[config.mk]
export PLATFORM = sky130hd
export DESIGN_NAME = pwm_multicanal
export DESIGN_NICKNAME = d
export VERILOG_FILES = /design/src/rtl/pwm_multicanal_pkg.sv /design/src/rtl/pwm_canal.sv /design/src/rtl/pwm_multicanal.sv
export SDC_FILE = /design/constraint.sdc
export NUM_CORES = 1
export LEC_CHECK = 0
export BUFFER_PORTS_ARGS = -buffer_cell sky130_fd_sc_hd__buf_2
export CAP_MARGIN = 5
export CORE_MARGIN = 1
export CORE_UTILIZATION = 40
export DETAILED_ROUTE_END_ITERATION = 8
export MAX_ROUTING_LAYER = met4
export SLEW_MARGIN = 20
export SYNTH_ARGS = -nofsm -noshare
export SYNTH_HDL_FRONTEND = slang
export SYNTH_SLANG_ARGS = --single-unit
[constraint.sdc]
create_clock -name CLK -period 3.4 [get_ports CLK]
set_clock_uncertainty 0.2 [all_clocks]
set_input_delay 0.51 -clock CLK [delete_from_list [all_inputs] [get_ports CLK]]
set_output_delay 0.51 -clock CLK [all_outputs]
set_load 0.1 [all_outputs]
[src/rtl/pwm_multicanal_pkg.sv]
// rtl/pwm_multicanal_pkg.sv - shared mode encodings, default period and index width helper
package pwm_multicanal_pkg;

   typedef enum logic {
      MODO_BORDE    = 1'b0,
      MODO_CENTRADO = 1'b1
   } modo_t;

   localparam int PERIODO_DEF = 499_999;

   // Channel-index width, never below one bit so a single-channel build still has a port.
   function automatic int ancho_canal(input int n);
      return (n > 1) ? $clog2(n) : 1;
   endfunction

endpackage

[src/rtl/pwm_canal.sv]
// rtl/pwm_canal.sv - one PWM channel: shadow/active duty pair and registered compare
module pwm_canal #(
   parameter int ANCHO = 19
) (
   input  logic             CLK,
   input  logic             RST_N,
   input  logic             en,
   input  logic [ANCHO-1:0] cuenta,
   input  logic             frontera,
   input  logic             wr_en,
   input  logic [ANCHO-1:0] wr_duty,
   output logic             pwm,
   output logic             difiere
);

   logic [ANCHO-1:0] sombra;
   logic [ANCHO-1:0] activo;
   logic [ANCHO-1:0] sombra_sig;

   // The active duty loads the post-write shadow so a boundary-cycle write lands in the same update.
   assign sombra_sig = wr_en ? wr_duty : sombra;
   assign difiere    = (sombra != activo);

   always_ff @(posedge CLK or negedge RST_N) begin
      if (!RST_N) begin
         sombra <= '0;
         activo <= '0;
         pwm    <= 1'b0;
      end else begin
         sombra <= sombra_sig;
         if (frontera) begin
            activo <= sombra_sig;
         end
         pwm <= en && (cuenta < activo);
      end
   end

endmodule

[src/rtl/pwm_multicanal.sv]
// rtl/pwm_multicanal.sv - shared period counter driving N double-buffered PWM channels
module pwm_multicanal
   import pwm_multicanal_pkg::*;
#(
   parameter int N_CANALES   = 4,
   parameter int ANCHO       = 19,
   parameter int PERIODO_RST = PERIODO_DEF
) (
   input  logic                                  CLK,
   input  logic                                  RST_N,
   input  logic                                  EN,
   input  logic [ANCHO-1:0]                      PERIODO,
   input  logic                                  CENTRADO,
   input  logic                                  WR_EN,
   input  logic [ancho_canal(N_CANALES)-1:0]     WR_CANAL,
   input  logic [ANCHO-1:0]                      WR_DUTY,
   output logic [N_CANALES-1:0]                  PWM_OUT,
   output logic                                  CICLO,
   output logic                                  PENDIENTE
);

   logic [ANCHO-1:0]     cuenta;
   logic [ANCHO-1:0]     periodo_act;
   modo_t                modo_act;
   logic                 bajando;
   logic                 frontera;
   logic [N_CANALES-1:0] difiere;

   // P == 1 in centre mode never counts down, so count 1 going up closes that period.
   always_comb begin
      frontera = 1'b0;
      if (!EN) begin
         frontera = 1'b1;
      end else if (modo_act == MODO_BORDE) begin
         frontera = (cuenta == periodo_act);
      end else begin
         frontera = (periodo_act == '0) ||
                    ((cuenta == ANCHO'(1)) && (bajando || (periodo_act == ANCHO'(1))));
      end
   end

   always_ff @(posedge CLK or negedge RST_N) begin
      if (!RST_N) begin
         cuenta      <= '0;
         bajando     <= 1'b0;
         periodo_act <= ANCHO'(PERIODO_RST);
         modo_act    <= MODO_BORDE;
         CICLO       <= 1'b0;
         PENDIENTE   <= 1'b0;
      end else begin
         CICLO     <= EN && (cuenta == '0);
         PENDIENTE <= |difiere;
         if (frontera) begin
            cuenta      <= '0;
            bajando     <= 1'b0;
            periodo_act <= PERIODO;
            modo_act    <= modo_t'(CENTRADO);
         end else if (modo_act == MODO_BORDE) begin
            cuenta <= cuenta + ANCHO'(1);
         end else if (bajando) begin
            cuenta <= cuenta - ANCHO'(1);
         end else if (cuenta == periodo_act) begin
            bajando <= 1'b1;
            cuenta  <= cuenta - ANCHO'(1);
         end else begin
            cuenta <= cuenta + ANCHO'(1);
         end
      end
   end

   for (genvar i = 0; i < N_CANALES; i++) begin : g_canal
      pwm_canal #(
         .ANCHO(ANCHO)
      ) u_canal (
         .CLK      (CLK),
         .RST_N    (RST_N),
         .en       (EN),
         .cuenta   (cuenta),
         .frontera (frontera),
         .wr_en    (WR_EN && (int'(WR_CANAL) == i)),
         .wr_duty  (WR_DUTY),
         .pwm      (PWM_OUT[i]),
         .difiere  (difiere[i])
      );
   end

endmodule

==> results by group, run 1 <==
Status
  – Outcome: complete, no violations

Setup path
  – Data arrival time of the critical path: between 3000 and 4000 ps
  – Buffering stage count on the worst path with inverters included: 1
  – Critical Path Max Stage Delay: between 500 and 600 ps
  – Data required time of the critical path: 3520 ps
  – Chain of cells forming the critical path: or4_4 -> or3_4 -> nor4_2 -> o22ai_1 -> o21bai_4 -> buf_12 -> mux2_2
  – Largest delay contributor family on the critical path: simple AND/OR/NAND/NOR gates
  – Maximum net fanout on the critical path: 78
  – Critical path class: reg2reg
  – Crit-path slowest cell: sky130_fd_sc_hd__or4_4
  – Setup slack of the worst register-to-register path: 290 ps
  – Type of element capturing the critical path: register
  – Startpoint type of the worst setup path: register

Timing
  – Final hold viol count: 0
  – Max-slew violation count: 0
  – Least-Margin Pin Slew: about 800 ps
  – Setup repair after global routing missed its margin: no
  – Crit share post-route: 0.9149
  – Worst-case setup margin in the final layout: approximately 290 ps
  – Headroom to the max-slew limit: 0.4584
  – Achievable clock frequency: 0.3215 GHz
  – Setup total negative slack: 0 ps
  – Number of failing setup endpoints in the final timing report: 0
  – Time the worst path needs with I/O delays and setup: 3111 ps

Pwr
  – Leakage Power: just under 6 nW
  – Overall power of the completed layout: about 7 mW
  – Worst vdd rail ir drop: just under 300 uV
  – Pwr dens: between 500 and 600 nW/um2

Clocking
  – Post-CTS setup buffer count: 0
  – Buffers from clock root to sink, at most: 2
  – Reg clk slew, reported paths: ~80 ps
  – Total CTS buffers: 17
  – Cells resized by post-CTS repair: 0
  – Root buffer cell: sky130_fd_sc_hd__clkbuf_16
  – Clock H-tree levels: 4
  – Count of clock tree sinks: 198
  – TritonCTS clock tree: done
  – Worst-Skew Late Latency: about 440 ps

Die
  – Number of rows created at floorplan: 60
  – Number of placed I/O pins: 51
  – DIE AREA: 28100 um2
  – Width of the die: 167.6 um
  – Die span in y: approximately 170 um
  – Area of the core: 26950 um2
  – Initial cell density of the core: 0.4071

Cells and area
  – Area added between synthesis and finish: 11.46%
  – Proportion of layout cells with a drive suffix above 1: 0.2884
  – Filler Cell Count: about 2500
  – Diode count: 0
  – Nets: roughly 1100

Synthesis
  – Number of warnings printed during yosys synthesis: 0
  – Count of mapped cells out of synthesis: between 900 and 1000
  – Leading area contributor after synthesis: sky130_fd_sc_hd__dfrtp_1
  – #FFs+latches synth: between 150 and 200
  – Most common flop cell mapped by yosys: sky130_fd_sc_hd__dfrtp_1
  – Number of synthesized flops with an enable pin: 0
  – Synthesized netlist net count: 1050
  – Share of synthesized flip-flops with an asynchronous set or reset: 1.000
  – Count of unique library cells instantiated by Yosys: 45
  – Cell Area, Synth: ~11000 um2
  – Top-area cell type share of the netlist area: 0.4265
  – Proportion of synthesized chip area in sequential cells: 0.4528
  – Top post-synthesis cells by area: sky130_fd_sc_hd__dfrtp_1 43%, sky130_fd_sc_hd__mux2_2 16%, sky130_fd_sc_hd__ha_1 8.6%, sky130_fd_sc_hd__xnor2_1 6.1%, sky130_fd_sc_hd__xor2_1 4.1%
  – Syn avg cell area: around 12 um2

GRT
  – Total overflow reported by the global router: 0
  – Pin count of the biggest net entering global routing: about 90
  – Vias in the first global route: a little over 7000
  – Global-route wire length before repair: roughly 42000 um
  – Global-route usage over all layers: 0.2033
  – Initial antenna violation count: 0

Placement
  – Pre-CTS WS: about 320 ps
  – Routability Congestion: 0.8383
  – Buffers added on ports: 50
  – Detailed placer's ending HPWL: between 15000 and 20000 um

Detailed routing
  – Antenna Nets Post-Route: 0
  – Detail-routed via count per cell: roughly 5.3
  – # DRC: 0
  – Initial DRC Count: 420
  – Total length of routed wires: approximately 26000 um
  – Number of iterations in the first detailed-routing pass: 4
  – Vias: between 7000 and 8000
  – Wirelength per Cell: about 20 um

Worst hold path
  – Worst hold path class: in2reg

Job
  – MaxCap Viol Count: 0
## path summary, 6_finish.rpt
| path | start | end | depth (start not counted) |
|---|---|---|---|
| hold / removal | CENTRADO | modo_act$_DFFE_PN0N_ | 3 |
| max in group asynchronous | RST_N | periodo_act[18]$_DFFE_PN1N_ | 3 |
| setup reg to reg | cuenta[4]$_DFF_PN0_ | g_canal[3].u_canal.activo[10]$_DFFE_PN0N_ | 7 |
| min in group asynchronous | RST_N | g_canal[3].u_canal.pwm$_DFF_PN0_ | 2 |
| setup / recovery | cuenta[4]$_DFF_PN0_ | g_canal[3].u_canal.activo[10]$_DFFE_PN0N_ | 7 |
| hold reg to reg | g_canal[3].u_canal.activo[2]$_DFFE_PN0N_ | g_canal[3].u_canal.activo[2]$_DFFE_PN0N_ | 1 |
## cell usage in the layout, fill, tap and decap left out, drive strengths merged, types with 7 or more instances in the layout
master	count
a21o	32
a21oi	23
and3	7
buf	73
clkbuf	19
dfrtp	187
dfstp	11
ha	75
inv	84
mux2	171
nand2	19
nand2b	9
nand3	26
nand4	33
nor2	14
nor3	9
nor4	20
o22ai	17
xnor2	76
xor2	51
## area by class of cell
type                    instances  area (um2)  share of cell area
well taps                     341       426.7             0.03489
repair buffers                 75       474.2             0.03878
inverters                      76       285.3             0.02333
clock buffers                  18       439.2             0.03591
clock inverters                14       161.4             0.01320
multi-input cells             614        5474              0.4476
flip-flops and latches        198        4969              0.4063
## metal layers
| layer | track usage | routed length [um] |
|---|---|---|
| met1 | 0.2775 | 12310 |
| met2 | 0.3154 | 12390 |
| met3 | 0.02434 | 839 |
| met4 | 0.06382 | 520 |
| met5 | - | 0 |
## cell usage after synthesis, drive strengths merged (11+ instances only)
master / instances
dfrtp: 187
mux2: 171
nand3: 26
xor2: 51
xnor2: 76
ha: 75
nor2: 14
o22ai: 17
nand4: 33
a21oi: 23
buf: 22
nor4: 20
inv: 76
clkbuf: 20
a21o: 32
nand2: 19
dfstp: 11
## worst reg2reg max path: cells and delay by family (launching register included)
kind / cells / cell delay, ps
AOI/OAI and AO/OA: 2 / 390
muxes: 1 / 490
and+or+nand+nor: 3 / 1160
DFF: 1 / 380
buffers and inverters: 1 / 380
## cells by family (layout without fill, tap and decap cells)
logic type / after synthesis / after routing / share of synthesized area
flip-flops: 198 / 198 / 0.4528
multiplexers: 173 / 173 / 0.1808
AND/OR/NAND/NOR: 147 / 147 / 0.07447
XOR/XNOR: 127 / 127 / 0.1014
buffers and inverters: 118 / 183 / 0.04938
AO/OA/AOI/OAI: 92 / 92 / 0.05565
adder cells (fa/ha/maj): 75 / 75 / 0.08553
## power by group
group / internal, mW / total [mW] / switching, mW / leakage, nW
Sequential: 2.79 / 3.15 / 0.362 / 2.36
Combinational: 0.814 / 1.69 / 0.875 / 3.12
Clock: 1.13 / 2.09 / 0.960 / 0.291
## registers in the layout, indices dropped and copies added (netlist names)
signal,count
PENDIENTE,1
modo_act,1
CICLO,1
cuenta,19
bajando,1
g_canal.u_canal.pwm,4
periodo_act,19
g_canal.u_canal.activo,76
g_canal.u_canal.sombra,76
## through the flow
step / hold slack, ps / area (um2) / std cells / util
2_1_floorplan: 14.41 / 10970 / 930 / -
3_3_place_gp: 316.7 / 11620 / 1303 / 0.4311
3_5_place_dp: 321.6 / 11620 / 1303 / 0.4311
4_1_cts: 62.28 / 12230 / 1336 / 0.4538
5_1_grt: 78.65 / 12230 / 1336 / 0.4538
6_report: 81.06 / 12230 / 1336 / 0.4538
## repair_timing
item	CTS	global route
hold endpoints to repair	80	0
hold buffers	1	0
setup endpoints to repair	0	0
(Power assumes the default switching activity.)
==> inputs of run 2 (changes only) <==
Settings changed: CORE_MARGIN 1 to 3, REMOVE_ABC_BUFFERS from default to 1.
==> run 2 against run 1 <==
Effect of this change:
- via count is 0.11% higher
- design area is 0.31% higher
- setup slack improved by 69 ps
- clock-buffer cell count decreased by 1
- cell count is 0.30% lower
- register-to-register slack improved by 70 ps
- fmax up 2.3%
- largest cell class unchanged
- largest power group unchanged
==> results by group, run 2 (same netlist as run 1, synthesis figures left out) <==
Placement
  – Pre-CTS WS: around 380 ps
  – Buffers added on ports: 50
  – Routability Congestion: ~0.83
  – Detailed placer's ending HPWL: 19280 um

Detailed routing
  – Detail-routed via count per cell: 5.285
  – Wirelength per Cell: 19.60 um
  – Antenna Nets Post-Route: 0
  – Vias: between 7000 and 8000
  – Number of iterations in the first detailed-routing pass: 4
  – # DRC: 0
  – Total length of routed wires: roughly 26000 um
  – Initial DRC Count: just under 400

Pwr
  – Pwr dens: 567.6 nW/um2
  – Leakage Power: 5.794 nW
  – Worst vdd rail ir drop: ~370 uV
  – Overall power of the completed layout: slightly below 7 mW

Timing
  – Achievable clock frequency: ~0.33 GHz
  – Number of failing setup endpoints in the final timing report: 0
  – Max-slew violation count: 0
  – Worst-case setup margin in the final layout: between 300 and 400 ps
  – Time the worst path needs with I/O delays and setup: 3041 ps
  – Least-Margin Pin Slew: 738.9 ps
  – Crit share post-route: 0.8945
  – Headroom to the max-slew limit: 0.5029
  – Setup repair after global routing missed its margin: no
  – Final hold viol count: 0

Die
  – Width of the die: about 170 um
  – Initial cell density of the core: 0.4140
  – Number of rows created at floorplan: around 60
  – Number of placed I/O pins: 51
  – Die span in y: about 170 um
  – DIE AREA: about 29000 um2
  – Area of the core: around 27000 um2

Cells and area
  – Top library cells by usage in the layout, fill and taps aside: 187 x sky130_fd_sc_hd__dfrtp_1, 154 x sky130_fd_sc_hd__mux2_2, 76 x sky130_fd_sc_hd__inv_1, 76 x sky130_fd_sc_hd__xnor2_1, 75 x sky130_fd_sc_hd__ha_1
  – Filler Cell Count: between 2000 and 2500
  – Top flop regs: g_canal.u_canal.activo (76), g_canal.u_canal.sombra (76)
  – Commonest non-fill, non-tap cell in the layout: sky130_fd_sc_hd__dfrtp_1
  – Area added between synthesis and finish: 11.80%
  – Nets: ~1100
  – Diode count: 0
  – Proportion of layout cells with a drive suffix above 1: 0.2899

Setup path
  – Data required time of the critical path: about 3500 ps
  – Maximum net fanout on the critical path: 50
  – Endpoint of the worst-slack reg-to-reg timing path: g_canal[2].u_canal.activo[14]$_DFFE_PN0N_
  – Type of element capturing the critical path: register
  – R2r worst-path depth: 7
  – Data arrival time of the critical path: between 3000 and 4000 ps
  – Startpoint type of the worst setup path: register
  – Setup slack of the worst register-to-register path: approximately 360 ps
  – Critical R2R Launch: cuenta[4]$_DFF_PN0_
  – Critical path class: reg2reg

Status
  – Outcome: complete, no violations

Clocking
  – Root buffer cell: sky130_fd_sc_hd__clkbuf_16
  – TritonCTS clock tree: done
  – Buffers from clock root to sink, at most: 2
  – Total CTS buffers: 17
  – Count of clock tree sinks: between 150 and 200
  – Worst-Skew Late Latency: around 440 ps
  – Clock H-tree levels: 4
  – Reg clk slew, reported paths: around 70 ps

Worst hold path
  – Worst hold path class: in2reg
  – Number of stages on the worst hold path: 2
  – Hold wc startpoint: PERIODO[17]
  – Sink of the worst hold path: periodo_act[17]$_DFFE_PN1N_

GRT
  – Pin count of the biggest net entering global routing: ~80
  – Global-route wire length before repair: just over 40000 um
  – Total overflow reported by the global router: 0
  – Global-route usage over all layers: 0.1908
  – Vias in the first global route: between 7000 and 8000
  – Initial antenna violation count: 0

Job
  – MaxCap Viol Count: 0
[run 2: cell count changes in the layout (fill, tap and decap cells not counted)]
cell / before / now
sky130_fd_sc_hd__clkbuf_8: 2 / 1
sky130_fd_sc_hd__clkinvlp_4: 2 / 1
sky130_fd_sc_hd__clkinv_2: 1 / 0
sky130_fd_sc_hd__buf_4: 22 / 24
sky130_fd_sc_hd__inv_6: 7 / 6
sky130_fd_sc_hd__clkinv_8: 0 / 4
[run 2: what timing repair did]
action / CTS / global route
resized for setup: 0 / 0
setup endpoints to repair: 0 / 0
setup buffers: 0 / 0
hold endpoints to repair: 71 / 0
hold buffers: 1 / 0
[run 2: layout make-up]
class | instances | area (um2) | area share
Timing Repair Buffer | 77 | 489.2 | 0.03988
Clock buffer | 17 | 425.4 | 0.03468
Tap cell | 335 | 419.2 | 0.03417
Inverter | 76 | 285.3 | 0.02326
Multi-Input combinational cell | 614 | 5474 | 0.4462
Sequential cell | 198 | 4969 | 0.4050
Clock inverter | 15 | 205.2 | 0.01673
[run 2: worst max path at each step]
stage,start,endpoint,slack [ps],cells past startpoint
finish,cuenta[4]$_DFF_PN0_,g_canal[2].u_canal.activo[14]$_DFFE_PN0N_,360,7
global route,cuenta[15]$_DFF_PN0_,cuenta[6]$_DFF_PN0_,100,7
CTS,cuenta[4]$_DFF_PN0_,periodo_act[6]$_DFFE_PN0N_,370,7
global placement,cuenta[4]$_DFF_PN0_,periodo_act[6]$_DFFE_PN0N_,450,7
detailed placement,cuenta[4]$_DFF_PN0_,cuenta[6]$_DFF_PN0_,380,7
floorplan,cuenta[4]$_DFF_PN0_,g_canal[0].u_canal.activo[0]$_DFFE_PN0N_,-1850,6
[run 2: worst max-delay path: stages, from the launching register on]
cell	delay (ps)
sky130_fd_sc_hd__dfrtp_1	380
sky130_fd_sc_hd__or4_4	550
sky130_fd_sc_hd__or3_4	360
sky130_fd_sc_hd__nor4_2	250
sky130_fd_sc_hd__o22ai_1	200
sky130_fd_sc_hd__o21bai_4	240
sky130_fd_sc_hd__buf_12	310
sky130_fd_sc_hd__mux2_2	380
[run 2: routing by layer]
| metal | global-route usage | share of wire | wire (um) |
|---|---|---|---|
| met5 | - | 0 | 0 |
| met4 | 0.04129 | 0.011 | 289 |
| met3 | 0.02919 | 0.029 | 766 |
| met2 | 0.3120 | 0.48 | 12510 |
| met1 | 0.2527 | 0.48 | 12530 |
[run 2: stage by stage]
stage	util	hold slack [ps]	std cells	instance area, um2	setup TNS (ps)
final	0.4629	97.82	1332	12270	0
after global routing	0.4629	81.17	1332	12270	0
after CTS	0.4629	76.13	1332	12270	0
after detailed placement	0.4387	326.1	1299	11630	0
after global placement	0.4387	316.2	1299	11630	0
after floorplan	-	14.41	888	10720	-179270
[run 2: where the power goes]
part           internal (mW)  total (mW)  switching, mW  leakage [nW]
combinational          0.814        1.67          0.858          3.13
sequential              2.79        3.15          0.363          2.36
clock                   1.13        2.14           1.01         0.303
